[src/rtl/gb_reg_ram_responder_if.sv]
// Ghostbus link between one host and one responder.
// Latency: none, wires only; read data returns 2 edges after the address.
// Backpressure: none, the host owns the timing and the responder always keeps up.
//
// Signals:
//   gb_addr  host -> responder  word address
//   gb_dout  host -> responder  write data
//   gb_we    host -> responder  write enable, sampled at posedge clk
//   gb_din   responder -> host  read data, zero when the responder is not addressed
interface gb_reg_ram_responder_if #(
    parameter int GB_AW = 12,
    parameter int GB_DW = 32
);
    logic [GB_AW-1:0] gb_addr;
    logic [GB_DW-1:0] gb_dout;
    logic             gb_we;
    logic [GB_DW-1:0] gb_din;

    modport master (
        output gb_addr,
        output gb_dout,
        output gb_we,
        input  gb_din
    );

    modport slave (
        input  gb_addr,
        input  gb_dout,
        input  gb_we,
        output gb_din
    );
endinterface

[src/rtl/gb_reg_ram_responder.sv]
// Ghostbus responder: control registers, saturating event counter, ID word and a dual-port RAM.
// Latency: bus read data 2 edges after the address, writes 1 edge; user RAM read 1 edge.
// Backpressure: none; one access per cycle is always accepted, and gb_din is zero outside the window.
//
// Ports:
//   clk, rst        single clock, asynchronous active-high reset
//   gb              ghostbus slave (gb_addr, gb_dout, gb_we in; gb_din out)
//   ctrl_out        control registers, reg k at [k*GB_DW +: GB_DW]
//   event_in        single-cycle pulse counted by the event counter
//   usr_raddr/rdata user-side RAM read port, registered
//   wr_err          sticky bad-write flag, present only when GB_RESP_WRERR_EN is defined
//
// Local map (word offsets from BASE):
//   0x000..NREG-1   control registers, RW
//   0x010           event counter, any write clears
//   0x011           ID word, RO
//   0x012           error register (GB_RESP_WRERR_EN), else reads 0
//   0x100..         RAM, 2^RAM_AW words, read-first
//   elsewhere       reads 0, writes ignored
//
// Optional feature macro: GB_RESP_WRERR_EN.
module gb_reg_ram_responder #(
    parameter int               GB_AW  = 12,
    parameter int               GB_DW  = 32,
    parameter logic [GB_AW-1:0] BASE   = 12'h200,
    parameter int               WIN_AW = 9,
    parameter int               NREG   = 4,
    parameter int               RAM_AW = 6,
    parameter int               CW     = 16
) (
    input  logic                     clk,
    input  logic                     rst,
    gb_reg_ram_responder_if.slave    gb,
    output logic [NREG*GB_DW-1:0]    ctrl_out,
    input  logic                     event_in,
    input  logic [RAM_AW-1:0]        usr_raddr,
    output logic [GB_DW-1:0]         usr_rdata
`ifdef GB_RESP_WRERR_EN
    ,
    output logic                     wr_err
`endif
);

    localparam logic [WIN_AW-1:0] OFF_CNT  = WIN_AW'(12'h010);
    localparam logic [WIN_AW-1:0] OFF_ID   = WIN_AW'(12'h011);
    localparam logic [WIN_AW-1:0] OFF_ERR  = WIN_AW'(12'h012);
    localparam logic [GB_DW-1:0]  ID_WORD  = GB_DW'(32'h6762_7231);
    localparam logic [CW-1:0]     CNT_MAX  = {CW{1'b1}};

    // The RAM sits at offset 0x100; since RAM_AW <= 8 that base is aligned to the
    // RAM size, so the region is simply one "page" of the offset's upper bits.
    localparam int                PAGE_W   = WIN_AW - RAM_AW;
    localparam logic [PAGE_W-1:0] RAM_PAGE = PAGE_W'(256 >> RAM_AW);

    // Offset class carried from stage 1 to stage 2.
    typedef enum logic [1:0] {
        SEL_NONE,
        SEL_REG,
        SEL_RAM
    } sel_e;

    // Stage-1 read state. Register-type data is captured here so a write on the
    // edge before stage 1 is visible, while the RAM data comes from its own port.
    typedef struct packed {
        logic             hit;
        sel_e             sel;
        logic [GB_DW-1:0] dat;
    } s1_t;

    // ------------------------------------------------------------------
    // Decode
    // ------------------------------------------------------------------
    logic              hit;
    logic [WIN_AW-1:0] off;
    logic              ram_hit;
    logic [RAM_AW-1:0] ram_idx;
    logic              wr;
    logic              cnt_clr;

    assign hit     = (gb.gb_addr[GB_AW-1:WIN_AW] == BASE[GB_AW-1:WIN_AW]);
    assign off     = gb.gb_addr[WIN_AW-1:0];
    assign ram_idx = off[RAM_AW-1:0];
    assign ram_hit = (off[WIN_AW-1:RAM_AW] == RAM_PAGE);
    assign wr      = hit & gb.gb_we;
    assign cnt_clr = wr && (off == OFF_CNT);

    // ------------------------------------------------------------------
    // Control registers
    // ------------------------------------------------------------------
    logic [GB_DW-1:0] ctrl_q [NREG];

    always_ff @(posedge clk or posedge rst) begin
        if (rst) begin
            for (int k = 0; k < NREG; k++) begin
                ctrl_q[k] <= '0;
            end
        end else begin
            for (int k = 0; k < NREG; k++) begin
                if (wr && (off == WIN_AW'(k))) begin
                    ctrl_q[k] <= gb.gb_dout;
                end
            end
        end
    end

    for (genvar g = 0; g < NREG; g++) begin : g_ctrl_out
        assign ctrl_out[g*GB_DW +: GB_DW] = ctrl_q[g];
    end

    // ------------------------------------------------------------------
    // Event counter: saturating, write-to-clear. A clear and an event on the
    // same edge leave exactly that one event counted.
    // ------------------------------------------------------------------
    logic [CW-1:0] cnt_q;

    always_ff @(posedge clk or posedge rst) begin
        if (rst) begin
            cnt_q <= '0;
        end else if (cnt_clr) begin
            cnt_q <= event_in ? CW'(1) : '0;
        end else if (event_in && (cnt_q != CNT_MAX)) begin
            cnt_q <= cnt_q + CW'(1);
        end
    end

    // ------------------------------------------------------------------
    // Error register
    // ------------------------------------------------------------------
    logic [GB_DW-1:0] err_word;

`ifdef GB_RESP_WRERR_EN
    logic             err_flag_q;
    logic [GB_AW-1:0] err_addr_q;
    logic             wr_mapped;
    logic             bad_wr;
    logic             err_clr;

    // Writable offsets; everything else in the window (ID included) is a bad write.
    // The error register itself is writable so clearing it never flags an error.
    always_comb begin
        wr_mapped = ram_hit || (off == OFF_CNT) || (off == OFF_ERR);
        for (int k = 0; k < NREG; k++) begin
            if (off == WIN_AW'(k)) begin
                wr_mapped = 1'b1;
            end
        end
    end

    assign bad_wr  = wr && !wr_mapped;
    assign err_clr = wr && (off == OFF_ERR) && gb.gb_dout[0];

    // Only the first offending address is kept; a clear on the same edge as a
    // new error lets the new error win.
    always_ff @(posedge clk or posedge rst) begin
        if (rst) begin
            err_flag_q <= 1'b0;
            err_addr_q <= '0;
        end else begin
            if (err_clr) begin
                err_flag_q <= 1'b0;
                err_addr_q <= '0;
            end
            if (bad_wr && (!err_flag_q || err_clr)) begin
                err_flag_q <= 1'b1;
                err_addr_q <= gb.gb_addr;
            end
        end
    end

    assign wr_err = err_flag_q;

    always_comb begin
        err_word                = '0;
        err_word[0]             = err_flag_q;
        err_word[16 +: GB_AW]   = err_addr_q;
    end
`else
    assign err_word = '0;
`endif

    // ------------------------------------------------------------------
    // Dual-port RAM: bus read/write port plus user read port. Both reads are
    // read-first against a same-edge bus write. Contents are not reset.
    // ------------------------------------------------------------------
    logic [GB_DW-1:0] mem [2**RAM_AW];
    logic [GB_DW-1:0] ram_q;

    always_ff @(posedge clk) begin
        if (wr && ram_hit) begin
            mem[ram_idx] <= gb.gb_dout;
        end
        ram_q <= mem[ram_idx];
    end

    always_ff @(posedge clk or posedge rst) begin
        if (rst) begin
            usr_rdata <= '0;
        end else begin
            usr_rdata <= mem[usr_raddr];
        end
    end

    // ------------------------------------------------------------------
    // Read pipeline
    // ------------------------------------------------------------------
    s1_t s1_d;
    s1_t s1_q;

    always_comb begin
        s1_d.hit = hit;
        s1_d.sel = SEL_NONE;
        s1_d.dat = '0;
        if (hit) begin
            if (ram_hit) begin
                s1_d.sel = SEL_RAM;
            end else if (off == OFF_CNT) begin
                s1_d.sel = SEL_REG;
                s1_d.dat = GB_DW'(cnt_q);
            end else if (off == OFF_ID) begin
                s1_d.sel = SEL_REG;
                s1_d.dat = ID_WORD;
            end else if (off == OFF_ERR) begin
                s1_d.sel = SEL_REG;
                s1_d.dat = err_word;
            end else begin
                for (int k = 0; k < NREG; k++) begin
                    if (off == WIN_AW'(k)) begin
                        s1_d.sel = SEL_REG;
                        s1_d.dat = ctrl_q[k];
                    end
                end
            end
        end
    end

    // Stage 2 forces zero on a miss so parent levels can OR responders together.
    always_ff @(posedge clk or posedge rst) begin
        if (rst) begin
            s1_q      <= '0;
            gb.gb_din <= '0;
        end else begin
            s1_q <= s1_d;
            if (!s1_q.hit) begin
                gb.gb_din <= '0;
            end else begin
                case (s1_q.sel)
                    SEL_REG: gb.gb_din <= s1_q.dat;
                    SEL_RAM: gb.gb_din <= ram_q;
                    default: gb.gb_din <= '0;
                endcase
            end
        end
    end

endmodule

[src/flat_wrapper.sv]
// flat-port wrapper written by rule: the top's interface ports become plain ports
module gb_reg_ram_responder_flat 
#(
    parameter int               GB_AW  = 12,
    parameter int               GB_DW  = 32,
    parameter logic [GB_AW-1:0] BASE   = 12'h200,
    parameter int               WIN_AW = 9,
    parameter int               NREG   = 4,
    parameter int               RAM_AW = 6,
    parameter int               CW     = 16
)
  (clk, rst, ctrl_out, event_in, usr_raddr, usr_rdata, gb_gb_addr, gb_gb_dout, gb_gb_we, gb_gb_din);
  gb_reg_ram_responder_if #(.GB_AW(GB_AW), .GB_DW(GB_DW)) gb_i ();
  input  logic clk;
  input  logic rst;
  output logic [NREG*GB_DW-1:0] ctrl_out;
  input  logic event_in;
  input  logic [RAM_AW-1:0] usr_raddr;
  output logic [GB_DW-1:0] usr_rdata;
  input wire logic [$bits(gb_i.gb_addr)-1:0] gb_gb_addr;
  input wire logic [$bits(gb_i.gb_dout)-1:0] gb_gb_dout;
  input wire logic [$bits(gb_i.gb_we)-1:0] gb_gb_we;
  output wire logic [$bits(gb_i.gb_din)-1:0] gb_gb_din;
  assign gb_i.gb_addr = gb_gb_addr;
  assign gb_i.gb_dout = gb_gb_dout;
  assign gb_i.gb_we = gb_gb_we;
  assign gb_gb_din = gb_i.gb_din;
  gb_reg_ram_responder #(.GB_AW(GB_AW), .GB_DW(GB_DW), .BASE(BASE), .WIN_AW(WIN_AW), .NREG(NREG), .RAM_AW(RAM_AW), .CW(CW)) u_core (.clk(clk), .rst(rst), .gb(gb_i), .ctrl_out(ctrl_out), .event_in(event_in), .usr_raddr(usr_raddr), .usr_rdata(usr_rdata));
endmodule
[config.mk]
export PLATFORM = sky130hd
export DESIGN_NAME = gb_reg_ram_responder_flat
export DESIGN_NICKNAME = d
export VERILOG_FILES = /design/src/rtl/gb_reg_ram_responder_if.sv /design/src/rtl/gb_reg_ram_responder.sv /design/src/flat_wrapper.sv
export SDC_FILE = /design/constraint.sdc
export NUM_CORES = 2
export LEC_CHECK = 0
export CAP_MARGIN = 20
export CORE_MARGIN = 3
export CORE_UTILIZATION = 35
export CTS_CLUSTER_DIAMETER = 150
export DETAILED_ROUTE_END_ITERATION = 10
export HOLD_SLACK_MARGIN = 0.15
export PLACE_DENSITY_LB_ADDON = 0.15
export SLEW_MARGIN = 20
export SYNTH_ARGS = -nofsm -noshare
export SYNTH_HDL_FRONTEND = slang
export SYNTH_SLANG_ARGS = --single-unit
[constraint.sdc]
create_clock -name clk -period 11.8 [get_ports clk]
set_input_delay 1.18 -clock clk [delete_from_list [all_inputs] [get_ports clk]]
set_output_delay 1.18 -clock clk [all_outputs]
set_load 0.01 [all_outputs]
==> impl.org <==
** Clocking
- For this design, the CTS-stage hold fixing added 0 buffers.
- In this run the deepest clock path goes through 4 buffers.
- Number of H-tree branching levels :: 5
- Clock latency reported for the late side of the worst-skew pair :: 880 ps
- Counting the buffers created by CTS gives 268.
- TritonCTS built the clock tree.
- The number of setup buffers added after CTS is 0.
- TritonCTS Sinks :: 2323
- Clock-pin slew was measured on the worst setup and hold paths at 60 ps.
- Post-CTS repair changed the size of 0 cells.
- CTS placed an instance of clkbuf_16 at the clock tree root.

** Min path
- The path with the worst hold slack has its endpoint at u_core.gb.gb_din[7].
- Number of cells traversed by the worst hold path :: 2
- The worst hold path begins at u_core.s1_q[7].
- In this run the worst hold path is classified as flip-flop to flip-flop.

** Pwr
- VDD sags by at most 0.0980 mV.
- Leakage power :: 38.1 nW
- Of the total power, the share spent switching nets is 0.230.
- Of the total power, the clock network draws 0.439.
- Part of the power in registers :: 0.491
- For this design the ratio of total power to cell area is 154 mW/mm².
- Share of power burned in combinational logic :: 0.070
- The internal power of the cells totals 0.0142 W.
- Summed over all nets, the switching power comes to 0.00426 W.

** Worst setup path
- CP max stage delay :: 1160 ps
- CP Data Required Time :: 12310 ps
- Startpoint kind of the worst setup timing path :: primary input
- Measured in cells, the most critical reg-to-reg path has a length of 4.
- The worst register-to-register path has a setup slack of 8870 ps.
- Of all nets on the critical path, the largest fanout is 17.
- Beginning of the worst register-to-register path :: u_core.mem[31][10]
- Data on the critical path arrives at its endpoint at 5090 ps.
- The worst register-to-register path ends at u_core.usr_rdata[10].
- The signal on the critical path passes through clkdlybuf4s50_1 > or3b_1 > nor2_1 > buf_4 > nand4b_1 > nor2_4 > buf_4.
- Capturing element type of the critical path :: flip-flop
- Highest-delay cell along the critical path :: nor2_4
- The critical path is of the primary input to flip-flop type.
- In this design, the critical path's most frequently occurring cell is buf_4.

** Timing
- Tcrit/Tclk final :: 0.387
- Final hold violation count :: 0
- Once routing completed, OpenROAD measured the worst setup slack at 7230 ps.
- Setup repair after global routing left no endpoint under its margin.
- Measured against its own limit, the worst slew margin works out to 0.224.
- Total negative slack for setup checks :: 0 ps
- Clock skew after layout :: 34.3 ps
- Min cycle time layout :: 4570 ps
- The number of pins with negative max-slew slack in the final report is 0.
- Setup violations remaining at the end of the flow were counted as 0.
- Maximum achievable frequency :: 219 MHz
- For the pin with the worst max-slew slack, the measured transition is 1160 ps.

** Placed design
- Setup WS pre-CTS :: 6190 ps
- Once placement completed, the tool counted placed cells totaling 8754.
- Total half-perimeter wirelength after legalization and detailed placement :: 200 mm
- Port buffering added 245 buffers.
- The placed instances occupy a cell area of 0.112 mm².
- GP Congestion :: 0.807

** Layout
- Area growth from synthesis to layout :: 15.3%
- The multi-input combinational cells in the finished layout cover a total of 0.0346 mm².
- The layout has 25853 filler cells.
- Of the cells placed in the final design, the portion with a size suffix greater than 1 is 0.387.
- Post-layout net count :: 5162
- Footprint of the flip-flops and latches :: 0.0682 mm²
- The count of cells in the finished layout, fillers not included, comes to 9242.
- Design area :: 0.120 mm²

** Die
- Die boundary width :: 552 µm
- In this run the core area contains 199 standard-cell rows.
- Pin placement for this block handled 246 I/O pins.
- Placeable core area :: 0.295 mm²
- For this configuration, the core starts out at a cell density of 0.353.
- The die covers 0.304 mm².
- Chip Height :: 552 µm

** Global route
- For this run, the total global-route usage over all layers was measured as 0.235.
- The initial antenna violation count is 24.
- Via count of the first global-routing pass :: 58025
- Remaining Overflow, GRT :: 0
- Entering global routing, the biggest net connects 130 pins.
- Global-route wire length before repair :: 494 mm

** Synthesis
- After synthesis, the netlist uses 51 different library cells.
- Share of flip-flops with an asynchronous set or reset after synthesis :: 0.105
- The most common cell in the synthesized netlist is edfxtp_1.
- Counting every instance in the synthesized netlist gives 4779.
- Of all cell types, the one taking the most synthesized area is edfxtp_1.
- The number of nets handed over by synthesis was 4836.
- For this run, the register share of the synthesized area comes to 0.655.
- Yosys printed 0 warnings.
- Share of Yosys cell area claimed by the top area cell type :: 0.590
- Yosys attributes the largest share of cell area to edfxtp_1, mux4_2, dfrtp_1.
- Dividing the synthesized area by the synthesized cell count gives 21.8 µm².
- Flip-flop cell with the highest count after synthesis :: edfxtp_1
- Mapped Area :: 0.104 mm²
- Most instantiated cells after synthesis :: edfxtp_1, mux4_2, dfrtp_1
- The synthesized design contains 2048 enable-type register cells.
- Synthesis inferred 2323 register bits.

** Route
- In this run the remaining antenna-violating nets after routing total 0.
- After detailed routing, the total wire length is 361 mm.
- The first TritonRoute pass finished after 6 iterations.
- In the routed layout, each cell is associated on average with a via count of 6.09.
- In this run, the number of DRC markers left after iteration 0 of detailed routing was 7011.
- Summing over every cut layer, the via total after detailed routing is 56321.
- For this run, design rule violations remaining after detail routing come to 0.
- After detailed routing, the average wire length per cell comes to 39.1 µm.

** Flow run
- Max-Cap Viols :: 0

** Status
- The run finished with clean final reports.
==> cells in the final DEF (no fill, tap or decap), types with 46 or more instances in the layout <==
cell type	count
nor2_4	67
nor2_1	61
mux4_2	1264
nand2_1	116
clkinv_1	46
clkdlybuf4s50_1	205
buf_4	168
clkbuf_1	57
a21oi_1	46
dfrtp_1	243
a22oi_1	167
edfxtp_1	2048
mux2_2	119
clkbuf_16	275
==> cell type report <==
type | count | share of cell area
inverter | 15 | 0.000531
tap | 3919 | 0.0408
clock buffer | 349 | 0.0610
sequential | 2323 | 0.568
clock inverter | 130 | 0.00950
timing repair buffer | 424 | 0.0318
multi-input combinational | 2073 | 0.288
antenna | 9 | 0.000188
==> logic make-up after synthesis <==
family,Yosys count,share of synthesized area
buf+inv,383,0.0180
simple gates,332,0.0143
xor+xnor,9,0.000757
compound gates,284,0.0193
fa+ha+maj,3,0.000360
flops,2323,0.655
mux,1445,0.292
==> power groups by stage <==
stage	clock network (W)	logic (W)	registers, W
6_report	0.00812	0.00129	0.00908
5_1_grt	0.00865	0.00137	0.00908
4_1_cts	0.00831	0.00131	0.00909
3_5_place_dp	0	0.00131	0.00926
3_3_place_gp	0	0.00131	0.00926
2_1_floorplan	0	0.000770	0.00919
==> state kept, by name (all words and copies together) (netlist names) <==
signal	flops
u_core.mem	2048
u_core.ctrl_out	128
u_core.s1_q	35
u_core.gb.gb_din	32
u_core.ram_q	32
u_core.usr_rdata	32
u_core.cnt_q	16
==> per-stage QoR <==
stage	hold WS, ps	util	total power (W)
finish	485	0.407	0.0185
floorplan	463	-	0.00996
global placement	481	0.378	0.0106
global route	512	0.407	0.0191
CTS	492	0.407	0.0187
detailed placement	480	0.378	0.0106
==> worst max-delay path, delay by kind of cell <==
family	cells	cell delay, ps
buf+inv	3	1240
simple gates	4	2620
==> routing by layer <==
metal  wire (µm)  track usage  vias up
met3       26500       0.0423      522
li1            -            -    21666
met1      144000        0.320    31556
met4       12700       0.0727        2
met2      178000        0.386     2575
met5          13            0        -
==> worst max-delay path by stage <==
stage	from	to	slack, ps	depth (start not counted)
CTS	gb_gb_addr[0]	u_core.ram_q[30]	7130	8
global route	gb_gb_addr[0]	u_core.ram_q[30]	6930	8
floorplan	rst	u_core.cnt_q[0]	3950	1
finish	gb_gb_addr[8]	u_core.mem[46][0]	7230	7
global placement	usr_raddr[1]	u_core.usr_rdata[16]	5850	7
detailed placement	gb_gb_addr[0]	u_core.ram_q[30]	6190	8
No activity file was read; power rests on OpenSTA's default activity.
